[config.mk]
export PLATFORM = sky130hd
export DESIGN_NAME = spi_flash_reader
export DESIGN_NICKNAME = d
export VERILOG_FILES = /design/src/rtl/spi_flash_pkg.sv /design/src/rtl/spi_flash_reader.sv
export SDC_FILE = /design/constraint.sdc
export NUM_CORES = 1
export LEC_CHECK = 0
export BUFFER_PORTS_ARGS = -buffer_cell sky130_fd_sc_hd__buf_2
export CORE_MARGIN = 2
export CORE_UTILIZATION = 35
export DETAILED_ROUTE_END_ITERATION = 7
export HOLD_SLACK_MARGIN = 0.05
export SYNTH_ARGS = -nofsm -noshare
export SYNTH_HDL_FRONTEND = slang
export SYNTH_SLANG_ARGS = --single-unit
[constraint.sdc]
create_clock -name clk -period 3.45 [get_ports clk]
set_input_delay 0.5175 -clock clk [delete_from_list [all_inputs] [get_ports clk]]
set_output_delay 0.5175 -clock clk [all_outputs]
set_load 0.1 [all_outputs]
[src/rtl/spi_flash_pkg.sv]
// Shared definitions for the spi_flash register port and its read sequencer.
//
// Contents:
//   SPI_REG_CTRL / SPI_REG_DATA  register indices on the 16-register port
//   SPI_ST_*                     bit positions in the status byte
//                                {tx_hold, rx_valid, 5'b0, cs}
//   SPI_CMD_READ / _FAST_READ    flash command opcodes
//   spi_rd_state_t               read sequencer state encoding
package spi_flash_pkg;

    localparam logic [3:0] SPI_REG_CTRL = 4'd0;
    localparam logic [3:0] SPI_REG_DATA = 4'd1;

    localparam int SPI_ST_TXHOLD  = 7;
    localparam int SPI_ST_RXVALID = 6;
    localparam int SPI_ST_CS      = 0;

    localparam logic [7:0] SPI_CMD_READ      = 8'h03;
    localparam logic [7:0] SPI_CMD_FAST_READ = 8'h0B;
    localparam logic [7:0] SPI_DUMMY         = 8'hFF;

    // Control write value that leaves CS deasserted (high).
    localparam logic [7:0] SPI_CTRL_DESEL = 8'(1 << SPI_ST_CS);

    typedef enum logic [2:0] {
        ST_DESEL,
        ST_IDLE,
        ST_SYNC,
        ST_TX,
        ST_POLL,
        ST_RD,
        ST_OUT,
        ST_END
    } spi_rd_state_t;

endpackage

[src/rtl/spi_flash_reader.sv]
// spi_flash_reader: issues a flash READ through the spi_flash register port
// and streams the returned bytes out over a valid/ready handshake.
//
// Ports:
//   clk, rst_n                 system clock, asynchronous active-low reset
//   req, req_addr, req_len     start request (sampled in IDLE), 24-bit byte
//                              address, byte count (0 = immediate done)
//   busy, done                 transfer in progress / one-cycle completion
//   out_valid, out_ready,      data byte stream
//   out_data
//   reg_addr, reg_we, reg_dbw  registered command port to spi_flash
//   reg_dbr                    spi_flash read data (registered on its side)
//
// Configuration macro: SPI_FLASH_FAST_READ_EN selects the FAST_READ opcode
// (0x0B) with one extra dummy byte in the command phase.
module spi_flash_reader
    import spi_flash_pkg::*;
#(
    parameter int LEN_W = 16
) (
    input  logic             clk,
    input  logic             rst_n,
    input  logic             req,
    input  logic [23:0]      req_addr,
    input  logic [LEN_W-1:0] req_len,
    output logic             busy,
    output logic             done,
    output logic             out_valid,
    input  logic             out_ready,
    output logic [7:0]       out_data,
    output logic [3:0]       reg_addr,
    output logic             reg_we,
    output logic [7:0]       reg_dbw,
    input  logic [7:0]       reg_dbr
);

`ifdef SPI_FLASH_FAST_READ_EN
    localparam logic [7:0] CMD_BYTE  = SPI_CMD_FAST_READ;
    localparam logic [2:0] CMD_BYTES = 3'd5;
`else
    localparam logic [7:0] CMD_BYTE  = SPI_CMD_READ;
    localparam logic [2:0] CMD_BYTES = 3'd4;
`endif

    // A read presented on one edge is visible in reg_dbr two edges later.
    localparam logic [1:0] RD_LAT = 2'd2;

    spi_rd_state_t    state, state_d;
    logic [1:0]       lat;
    logic [23:0]      addr_q, addr_q_d;
    logic [LEN_W-1:0] rem, rem_d;
    logic [2:0]       tx_cnt, tx_cnt_d;
    logic [2:0]       rx_cnt, rx_cnt_d;
    logic             rx_tog, rx_tog_d;

    logic [3:0]       reg_addr_d;
    logic             reg_we_d;
    logic [7:0]       reg_dbw_d;
    logic             busy_d, done_d, out_valid_d;
    logic [7:0]       out_data_d;

    logic             rx_seen;

    // Transmit byte for a given position; past the command phase every
    // byte is a dummy that only clocks data in. With FAST_READ the slot
    // after the address is the required dummy, also 0xFF.
    function automatic logic [7:0] tx_byte(input logic [2:0] idx,
                                           input logic [23:0] a);
        logic [7:0] b;
        case (idx)
            3'd0:    b = CMD_BYTE;
            3'd1:    b = a[23:16];
            3'd2:    b = a[15:8];
            3'd3:    b = a[7:0];
            default: b = SPI_DUMMY;
        endcase
        return b;
    endfunction

    // Only samples from reads issued inside POLL are trusted; the first
    // RD_LAT cycles still show data requested before the TX write.
    assign rx_seen = (lat == RD_LAT) && (reg_dbr[SPI_ST_RXVALID] != rx_tog);

    // State register and the per-state cycle counter.
    always_ff @(posedge clk or negedge rst_n) begin
        if (!rst_n) begin
            state <= ST_DESEL;
            lat   <= 2'd0;
        end else begin
            state <= state_d;
            if (state_d != state)
                lat <= 2'd0;
            else if (lat != RD_LAT)
                lat <= lat + 2'd1;
        end
    end

    // Next-state logic.
    always_comb begin
        state_d = state;
        case (state)
            ST_DESEL: state_d = ST_IDLE;
            ST_IDLE:  if (req && (req_len != '0)) state_d = ST_SYNC;
            ST_SYNC:  if (lat == RD_LAT) state_d = ST_TX;
            ST_TX:    state_d = ST_POLL;
            ST_POLL:  if (rx_seen) state_d = ST_RD;
            ST_RD:    if (lat == RD_LAT)
                          state_d = (rx_cnt != CMD_BYTES) ? ST_TX : ST_OUT;
            ST_OUT:   if (out_ready)
                          state_d = (rem != '0) ? ST_TX : ST_END;
            ST_END:   if (lat == 2'd1) state_d = ST_IDLE;
            default:  state_d = ST_DESEL;
        endcase
    end

    // Output logic: next values of the registered port and datapath.
    always_comb begin
        reg_addr_d  = SPI_REG_CTRL;
        reg_we_d    = 1'b0;
        reg_dbw_d   = reg_dbw;
        busy_d      = busy;
        done_d      = 1'b0;
        out_valid_d = out_valid;
        out_data_d  = out_data;
        addr_q_d    = addr_q;
        rem_d       = rem;
        tx_cnt_d    = tx_cnt;
        rx_cnt_d    = rx_cnt;
        rx_tog_d    = rx_tog;
        case (state)
            ST_DESEL: begin
                reg_we_d  = 1'b1;
                reg_dbw_d = SPI_CTRL_DESEL;
            end
            ST_IDLE: begin
                if (req) begin
                    if (req_len != '0) begin
                        busy_d   = 1'b1;
                        addr_q_d = req_addr;
                        rem_d    = req_len;
                        tx_cnt_d = 3'd0;
                        rx_cnt_d = 3'd0;
                    end else begin
                        done_d = 1'b1;
                    end
                end
            end
            ST_SYNC: begin
                if (lat == RD_LAT)
                    rx_tog_d = reg_dbr[SPI_ST_RXVALID];
            end
            ST_TX: begin
                reg_addr_d = SPI_REG_DATA;
                reg_we_d   = 1'b1;
                reg_dbw_d  = tx_byte(tx_cnt, addr_q);
                if (tx_cnt != CMD_BYTES)
                    tx_cnt_d = tx_cnt + 3'd1;
            end
            ST_POLL: begin
                if (rx_seen)
                    rx_tog_d = ~rx_tog;
            end
            ST_RD: begin
                if (lat == 2'd0)
                    reg_addr_d = SPI_REG_DATA;
                if (lat == RD_LAT) begin
                    if (rx_cnt != CMD_BYTES) begin
                        rx_cnt_d = rx_cnt + 3'd1;
                    end else begin
                        out_data_d  = reg_dbr;
                        out_valid_d = 1'b1;
                        rem_d       = rem - LEN_W'(1);
                    end
                end
            end
            ST_OUT: begin
                // No TX write here, so the SPI clock stalls under backpressure.
                if (out_ready)
                    out_valid_d = 1'b0;
            end
            ST_END: begin
                // Release CS first; done follows once spi_flash has taken it.
                if (lat == 2'd0) begin
                    reg_we_d  = 1'b1;
                    reg_dbw_d = SPI_CTRL_DESEL;
                end else begin
                    done_d = 1'b1;
                    busy_d = 1'b0;
                end
            end
            default: ;
        endcase
    end

    always_ff @(posedge clk or negedge rst_n) begin
        if (!rst_n) begin
            reg_addr  <= SPI_REG_CTRL;
            reg_we    <= 1'b0;
            reg_dbw   <= 8'h00;
            busy      <= 1'b0;
            done      <= 1'b0;
            out_valid <= 1'b0;
            out_data  <= 8'h00;
            addr_q    <= 24'h0;
            rem       <= '0;
            tx_cnt    <= 3'd0;
            rx_cnt    <= 3'd0;
            rx_tog    <= 1'b0;
        end else begin
            reg_addr  <= reg_addr_d;
            reg_we    <= reg_we_d;
            reg_dbw   <= reg_dbw_d;
            busy      <= busy_d;
            done      <= done_d;
            out_valid <= out_valid_d;
            out_data  <= out_data_d;
            addr_q    <= addr_q_d;
            rem       <= rem_d;
            tx_cnt    <= tx_cnt_d;
            rx_cnt    <= rx_cnt_d;
            rx_tog    <= rx_tog_d;
        end
    end

endmodule

### Word level (Yosys, flattened, before mapping)

Index checks and enable logic that the tools add are counted.

* add/subtract/negate cells: 4
* equality and inequality tests: 28
* muxes and demuxes: 45
* bitwise gates (word level): 2
* reductions and logical operators: 24

Operators with widths (count)
* 2-to-1 mux 16 bit: 4
* 2-to-1 mux 3 bit: 13
* one-hot mux 16 bit (2 select lines): 1
* one-hot mux 8 bit (4 select lines): 1
* nonzero test 16 bit: 2
* inequality test 2 bit, second input constant: 12
* one-hot mux 3 bit (8 select lines): 1
* one-hot mux 8 bit (3 select lines): 1
* subtractor 16 x 1 -> 16 bit, second input constant: 1
* 2-to-1 mux 1 bit: 13
* equality test 3 x 2 -> 1 bit, second input constant: 4
* equality test 3 bit, second input constant: 4
* one-hot mux 1 bit (2 select lines): 6
* one-hot mux 3 bit (2 select lines): 2
* AND reduction 4 bit: 3
* nonzero test 2 bit: 6
* AND reduction 5 bit: 2
* AND reduction 3 bit: 3
* 2-to-1 mux 8 bit: 1
* adder 3 x 1 -> 3 bit, second input constant: 2
* equality test 3 x 1 -> 1 bit, second input constant: 2
* zero test 3 bit: 2
* inequality test 3 bit, second input constant: 2
* 2-to-1 mux 2 bit: 2
* other kinds (11): 13

* flip-flop bits (word level): 76
* bits of input ports: 52
* output and inout port bits: 24
* word-level logic and storage cells: 117

### Longest topological paths before layout

Gate-level depths: netlist of run 1.

* depth in word-level cells: 6
* gate-level depth with buffers: 8
* mapped depth without buffers: 7

### Worst setup path after synthesis of run 1

OpenSTA, ideal clock, no wires.

* path kind: input -> register
* start point: input port req_len[3]
* end point: register rem[6]
* setup time: 124 ps
* arrival time: 1729 ps
* required time: 3326 ps
* setup slack: 1597 ps
* stages on the path: 6
* path buffers: 2
* cell sequence: nor4_2 > a41oi_2 > and2_1 > buf_6 > buf_6 > a211o_1

* cells in the longest elaborated chain, start to end: 3

Ends and longest elaborated chain
* from (decl): RTL line spi_flash_reader.sv:25 `input logic [LEN_W-1:0] req_len,`
* nonzero test 16 bit: RTL line spi_flash_reader.sv:137 `if (req_len != '0) begin`
* inequality test 2 bit (no source line)
* AND reduction 5 bit (no source line)
* to (signal assigned): RTL line spi_flash_reader.sv:218 `rem <= rem_d;`
* to (decl): RTL line spi_flash_reader.sv:51 `logic [LEN_W-1:0] rem, rem_d;`

No other way between the ends.
A chain may end at the register's enable or synchronous reset.

### Worst setup path in the final report of run 1

* start point: register state[0]
* end point: register rem[7]

* cells in the longest elaborated chain, start to end: 3
* elaborated cells on any way between the ends: 9
* classes of those cells: eq/ne: 6; mux: 1; reduce/logical: 2

Ends and longest elaborated chain
* from (decl): RTL line spi_flash_reader.sv:48 `spi_rd_state_t state, state_d;`
* from (signal assigned): RTL line spi_flash_reader.sv:90 `state <= state_d;`
* equality test 3 bit or equality test 3 x 1 -> 1 bit (tied branches): RTL line spi_flash_reader.sv:130 `case (state)`
* inequality test 2 bit (no source line) or nonzero test 2 bit (tied branches)
* AND reduction 5 bit (no source line)

Several ways; a longest one is shown, not always the timed one.

==> results_dict.tcl, run 1 <==
set metrics [dict create \
    synth_cell_type_count 53 \
    synthFlopType "dfrtp_1" \
    ys_warn_count 0 \
    rows 38 \
    fill_cells 1093 \
    gp_congestion 0.846 \
    wire_per_inst_um 15.7 \
    cts-root-buf "clkbuf_8" \
    synth_top_area_share 0.472 \
    cts.repair.resized 0 \
    pre_cts_ws_ns 0.910 \
    stdcell_count 646 \
    worst_setup_path_start_kind "flip-flop" \
    leakagePower_nw 2.15 \
    period_minus_slack_ns 2.57 \
    setup_violations 0 \
    nNetsFinal 565 \
    die_x_um 109 \
    yosysSeqAreaShare 0.472 \
    fin_worst_skew_ns 0.00771 \
    synth-edff-count 0 \
    hold_violations 0 \
    yosysMostFrequentCell "nand2_1" \
    post-route-cell-area_um2 4560 \
    insertion_delay_ns 0.35 \
    power_density_nw_per_um2 1020 \
    numCtsBuffers 9 \
    rsz0062_at_grt "no" \
    slew_violations 0 \
    drt-initial-drc-count 216 \
    antenna_found_initial 0 \
    fin_ws_ns 0.883 \
    first_pass_iters 4 \
    fmax_mhz 389 \
    crit_fanout 32 \
    grt.total_usage 0.175 \
    ys_ff_latch 73 \
    core_um2 10800 \
    synthTopCellsByArea "dfrtp_1, nand2_1, ha_1, a21oi_1, o21ai_0" \
    htree_levels 3 \
    clock_sinks 73 \
    post-route-period-util 0.744 \
    ys_top_cells_by_count "nand2_1, dfrtp_1, a21oi_1" \
    placed_cells 630 \
    worstPathRequired_ns 3.69 \
    synthArstFlopShare 1.00 \
    clockBufferDepth 2 \
    max_slew_margin 0.217 \
    synth_area_per_cell_um2 8.88 \
    hpwlAfterDp_mm 7.10 \
    syn2layout_area_growth_pct 17.8 \
    syn-instance-count 436 \
    cap_violations 0 \
    antenna_cells 0 \
    placed_area_um2 4330 \
    worst_pin_slew_ns 1.17 \
    synthesis.area_um2 3870 \
    viasPerCell 5.25 \
    ios 76 \
    fin_util 0.421 \
    hp-class "in -> async" \
    io_buffers 72 \
    regArea_um2 1830 \
    post_cts_buffers 0 \
    final.setup.tns_ns 0 \
    drive_gt1_frac 0.206 \
    drt-total-wl_mm 10.2 \
    initial_core_util 0.357 \
    end_kind "flip-flop" \
    peakVddDrop_uv 452 \
    overflow 0 \
    clk_pin_slew_worst_paths_ns 0.08 \
    ant_nets 0 \
    multi_input_area_um2 1870 \
    drc_errors 0 \
    hold_buffers 0 \
    num_vias 3392 \
    status "complete, no violations" \
    grt_pass1_vias 3242 \
    dieArea_um2 11900 \
    grt_max_degree 34 \
    chipHeight_um 109 \
    grt_pass1_wl_mm 16.1 \
    synth_top_area_cell "dfrtp_1" \
    crit_type "reg -> reg" \
    cp.arrival_ns 2.81 \
    cts_tree "built" \
]
==> worst paths after layout <==
kind / cells after the start / endpoint / slack, ns / startpoint
min in group clk: 3 / addr_q[4] / 0.35 / req_addr[4]
worst min-delay path: 1 / reg_we / 0.06 / rst_n
worst max-delay path: 5 / rem[7] / 0.88 / state[0]
max in group asynchronous: 2 / addr_q[18] / 2.63 / rst_n
worst max register to register: 5 / rem[7] / 0.88 / state[0]
worst min register to register: 2 / out_data[3] / 0.47 / out_data[3]
==> report_power, final <==
| group | total (mW) | leakage, nW | internal, mW | switching [mW] |
|---|---|---|---|---|
| clock network | 0.763 | 0.114 | 0.415 | 0.349 |
| registers | 1.62 | 0.887 | 1.24 | 0.373 |
| logic | 2.27 | 1.15 | 0.666 | 1.60 |
| total | 4.65 | 2.15 | 2.32 | 2.32 |
==> critical path, cell delays in order (launching register included) <==
cell and delay [ns]:
dfrtp_1 0.65, nand2b_1 0.20, a41oi_2 0.32, and2_1 0.96, o21ai_1 0.16, o2bb2ai_1 0.16
==> logic make-up (layout without fill, tap and decap cells) <==
logic type,after synthesis,after routing,share of synthesized area
AOI/OAI and AO/OA,106,106,0.187
and+or+nand+nor,197,197,0.237
DFF,73,73,0.472
other,1,3,0.000968
muxes,4,4,0.0110
adders and majority gates,12,12,0.0388
buffers and inverters,40,108,0.0475
xor gates and xnor gates,3,3,0.00678
==> through the flow <==
step | hold slack [ns] | power, mW
after floorplan | 0.222 | 3.37
after global placement | 0.443 | 3.82
after detailed placement | 0.444 | 3.88
after CTS | 0.0518 | 4.67
after global routing | 0.0612 | 4.98
final | 0.0583 | 4.65
==> routing by layer <==
metal / up-vias / global-route usage / wire [µm]
met5: - / 0 / 0
met3: 15 / 0.0341 / 455
met1: 1634 / 0.233 / 4720
li1: 1647 / - / -
met2: 96 / 0.289 / 4840
met4: 0 / 0.0542 / 142
==> layout make-up <==
cell class	count	area share
Clock buffer	9	0.0272
Clock inverter	7	0.0228
Inverter	13	0.0107
Multi-Input combinational cell	325	0.410
Sequential cell	73	0.400
Tap cell	140	0.0384
Timing Repair Buffer	79	0.0905
==> cell usage in the layout, fill, tap and decap left out, types with 3 or more instances in the layout <==
master / instances
nor4_2: 3
clkinv_4: 4
a2bb2oi_1: 3
nand2b_1: 4
nor2b_1: 8
ha_1: 12
a221o_1: 3
nor2_1: 18
o21ai_0: 21
nand2_1: 128
inv_1: 13
a22oi_1: 7
xor2_1: 3
nor4_4: 3
nand4_1: 3
a22o_1: 8
buf_2: 72
a21oi_1: 24
nand3_1: 8
o2bb2ai_1: 4
a31oi_1: 7
o21ai_1: 3
nand3b_1: 3
nor3_1: 11
nor4_1: 3
clkbuf_8: 9
o22a_1: 3
dfrtp_1: 73
conb_1: 3
buf_4: 7
==> flip-flops by register name, summed over array words and instances (netlist names) <==
| register | flops |
|---|---|
| rem | 16 |
| tx_cnt | 3 |
| rx_cnt | 3 |
| lat | 2 |
| out_data | 8 |
| rx_tog | 1 |
| busy | 1 |
| done | 1 |
| addr_q | 24 |
| reg_dbw | 8 |
| reg_addr | 1 |
| state | 3 |
| reg_we | 1 |
| out_valid | 1 |
Power figures use the tool's default switching activity.
==> run 2: changes to the inputs <==
--- a/config.mk
+++ b/config.mk
@@ -5,6 +5,7 @@
 export SDC_FILE = /design/constraint.sdc
 export NUM_CORES = 1
 export LEC_CHECK = 0
+export ABC_AREA = 1
 export BUFFER_PORTS_ARGS = -buffer_cell sky130_fd_sc_hd__buf_2
 export CORE_MARGIN = 2
 export CORE_UTILIZATION = 35
==> constraint.sdc (replaced) <==
create_clock -name clk -period 2.6 [get_ports clk]
set_input_delay 0.39 -clock clk [delete_from_list [all_inputs] [get_ports clk]]
set_output_delay 0.39 -clock clk [all_outputs]
set_load 0.1 [all_outputs]
==> run 2 against run 1 <==
Compared with the run above: maximum frequency up 15%; routed wire length down 7.7%; register-to-register slack worse by 0.51 ns; clock skew up 0.00067 ns; critical path depth up 2; setup slack worse by 0.51 ns; count of clock-buffer cells in the layout up 1; sequential share of layout area down 2.0 points; non-clock buffer count down 4; via count down 2.5%; first-iteration DRC count down 6.0%; critical path type unchanged; critical endpoint is now rem[10]; largest cell class unchanged; largest power group unchanged; highest routed layer unchanged.
==> results_dict.tcl, run 2 <==
set metrics [dict create \
    viasPerCell 4.80 \
    stdcell_count 689 \
    drive_gt1_frac 0.234 \
    hp-class "in -> async" \
    drt-total-wl_mm 9.37 \
    worstPathRequired_ns 2.86 \
    layout_commonest_cell "nand2_1" \
    hold_violations 0 \
    synth_area_per_cell_um2 8.50 \
    fill_cells 1102 \
    dieArea_um2 12300 \
    synthArstFlopShare 1.00 \
    insertion_delay_ns 0.34 \
    initial_core_util 0.354 \
    ant_nets 0 \
    p_total_mw 5.80 \
    fin_worst_skew_ns 0.00838 \
    ios 76 \
    period_minus_slack_ns 2.23 \
    leakagePower_nw 2.46 \
    gp_congestion 0.884 \
    first_pass_iters 4 \
    ys_warn_count 0 \
    status "complete, no violations" \
    antenna_found_initial 0 \
    syn-instance-count 470 \
    synth_cell_type_count 35 \
    wire_per_inst_um 13.6 \
    crit_fanout 21 \
    cts_tree "built" \
    io_buffers 72 \
    top_register "addr_q" \
    synthTopCellsByArea "dfrtp_1, nand2_1, mux2_4, nor2_1, ha_1" \
    synthFlopType "dfrtp_1" \
    rows 39 \
    end_kind "flip-flop" \
    max_slew_margin 0.363 \
    post_cts_buffers 0 \
    die_x_um 111 \
    worst_setup_path_start_kind "flip-flop" \
    hpwlAfterDp_mm 6.88 \
    p_int_mw 3.37 \
    numCtsBuffers 9 \
    ys_top_cells_by_count "nand2_1, dfrtp_1, nor2_1" \
    overflow 0 \
    cp.arrival_ns 2.49 \
    clockBufferDepth 2 \
    synth_top_area_cell "dfrtp_1" \
    hold_buffers 0 \
    yosysMostFrequentCell "nand2_1" \
    grt_pass1_wl_mm 15.8 \
    power_frac_comb 0.421 \
    placed_cells 673 \
    drc_errors 0 \
    p_seq_frac 0.331 \
    post-route-period-util 0.858 \
    rsz0062_at_grt "no" \
    final_cell_mix "nand2_1, dfrtp_1, buf_2, nor2_1, inv_1" \
    nNetsFinal 605 \
    cts.repair.resized 0 \
    chipHeight_um 111 \
    final.setup.tns_ns 0 \
    setup_violations 0 \
    fmax_mhz 448 \
    synthesis.area_um2 3990 \
    r2r_setup_slack_ns 0.37 \
    power_density_nw_per_um2 1210 \
    grt_pass1_vias 3318 \
    ys_ff_latch 73 \
    grt_max_degree 48 \
    p_sw_mw 2.43 \
    peakVddDrop_uv 432 \
    cts-root-buf "clkbuf_16" \
    htree_levels 3 \
    largestRegisters "addr_q x24, rem x16" \
    pwr-share-clk 0.248 \
    antenna_cells 0 \
    yosysSeqAreaShare 0.457 \
    worst_pin_slew_ns 0.956 \
    syn2layout_area_growth_pct 20.1 \
    slew_violations 0 \
    num_vias 3308 \
    cap_violations 0 \
    synth_top_area_share 0.457 \
    clk_pin_slew_worst_paths_ns 0.06 \
    swShare 0.419 \
    crit_type "reg -> reg" \
    synth-edff-count 0 \
    clock_sinks 73 \
    largest_reg_flops 24 \
    grt.total_usage 0.161 \
    drt-initial-drc-count 203 \
    r2r_cells 7 \
    core_um2 11300 \
]
## run 2: cell count changes in the layout (fill, tap and decap cells not counted), sizes merged, moves of 9 or more
cell / delta
a21oi: -20
inv: +28
mux2: +23
nand2: +18
nand3: +20
nor2: +31
nor3: -9
nor4: -9
o21ai: +19
## run 2: metal layers
layer  global-route usage  vias up  wire length, µm
li1                     -     1661                -
met1                0.208     1562             4300
met2                0.258       73             4440
met3               0.0465       12              460
met4               0.0600        0              172
met5                    0        -                0
## run 2: power groups by stage
stage	sequential [mW]	clock, mW	combinational (mW)
floorplan	2.29	0	1.57
global placement	1.91	0	2.41
detailed placement	1.93	0	2.44
CTS	1.92	1.46	2.45
global route	1.99	1.52	2.72
finish	1.92	1.44	2.44
## run 2: worst paths after layout
| check | start | endpoint |
|---|---|---|
| min | rst_n | rem[7] |
| max | state[1] | rem[10] |
| max in group asynchronous | rst_n | rem[12] |
| min in group clk | reg_dbr[0] | out_data[0] |
| min reg2reg | out_data[3] | out_data[3] |
| max reg2reg | state[1] | rem[10] |
## run 2: critical path, cell delays in order (launching register included)
cell and delay, ns:
dfrtp_1 0.49, inv_2 0.14, nand3_2 0.18, nor2_1 0.20, inv_1 0.10, a21oi_2 0.77, nand3_1 0.16, o21ai_1 0.13
## run 2: logic make-up after synthesis
group           after synthesis  share of synthesized area
flops                        73                      0.457
mux                          25                     0.0883
buf+inv                      59                     0.0711
fa+ha+maj                    12                     0.0376
simple gates                232                      0.242
other cells                   1                   0.000939
compound gates               62                     0.0896
xor+xnor                      6                     0.0132
## run 2: final cells by class
cell class,count,area [µm²],share of cell area
repair buffers,75,395,0.0824
multi-input cells,340,1890,0.394
clock inverters,6,115,0.0240
well taps,143,179,0.0373
flip-flops and latches,73,1830,0.381
clock buffers,10,229,0.0477
inverters,42,163,0.0339
## run 2: through the flow
stage	worst slack, ns	utilization	cell area (µm²)	hold slack, ns
2_1_floorplan	1.06	-	4000	0.0944
3_3_place_gp	0.508	0.395	4450	0.459
3_5_place_dp	0.422	0.395	4450	0.460
4_1_cts	0.408	0.426	4800	0.0929
5_1_grt	0.0370	0.426	4800	0.108
6_report	0.369	0.426	4800	0.0840
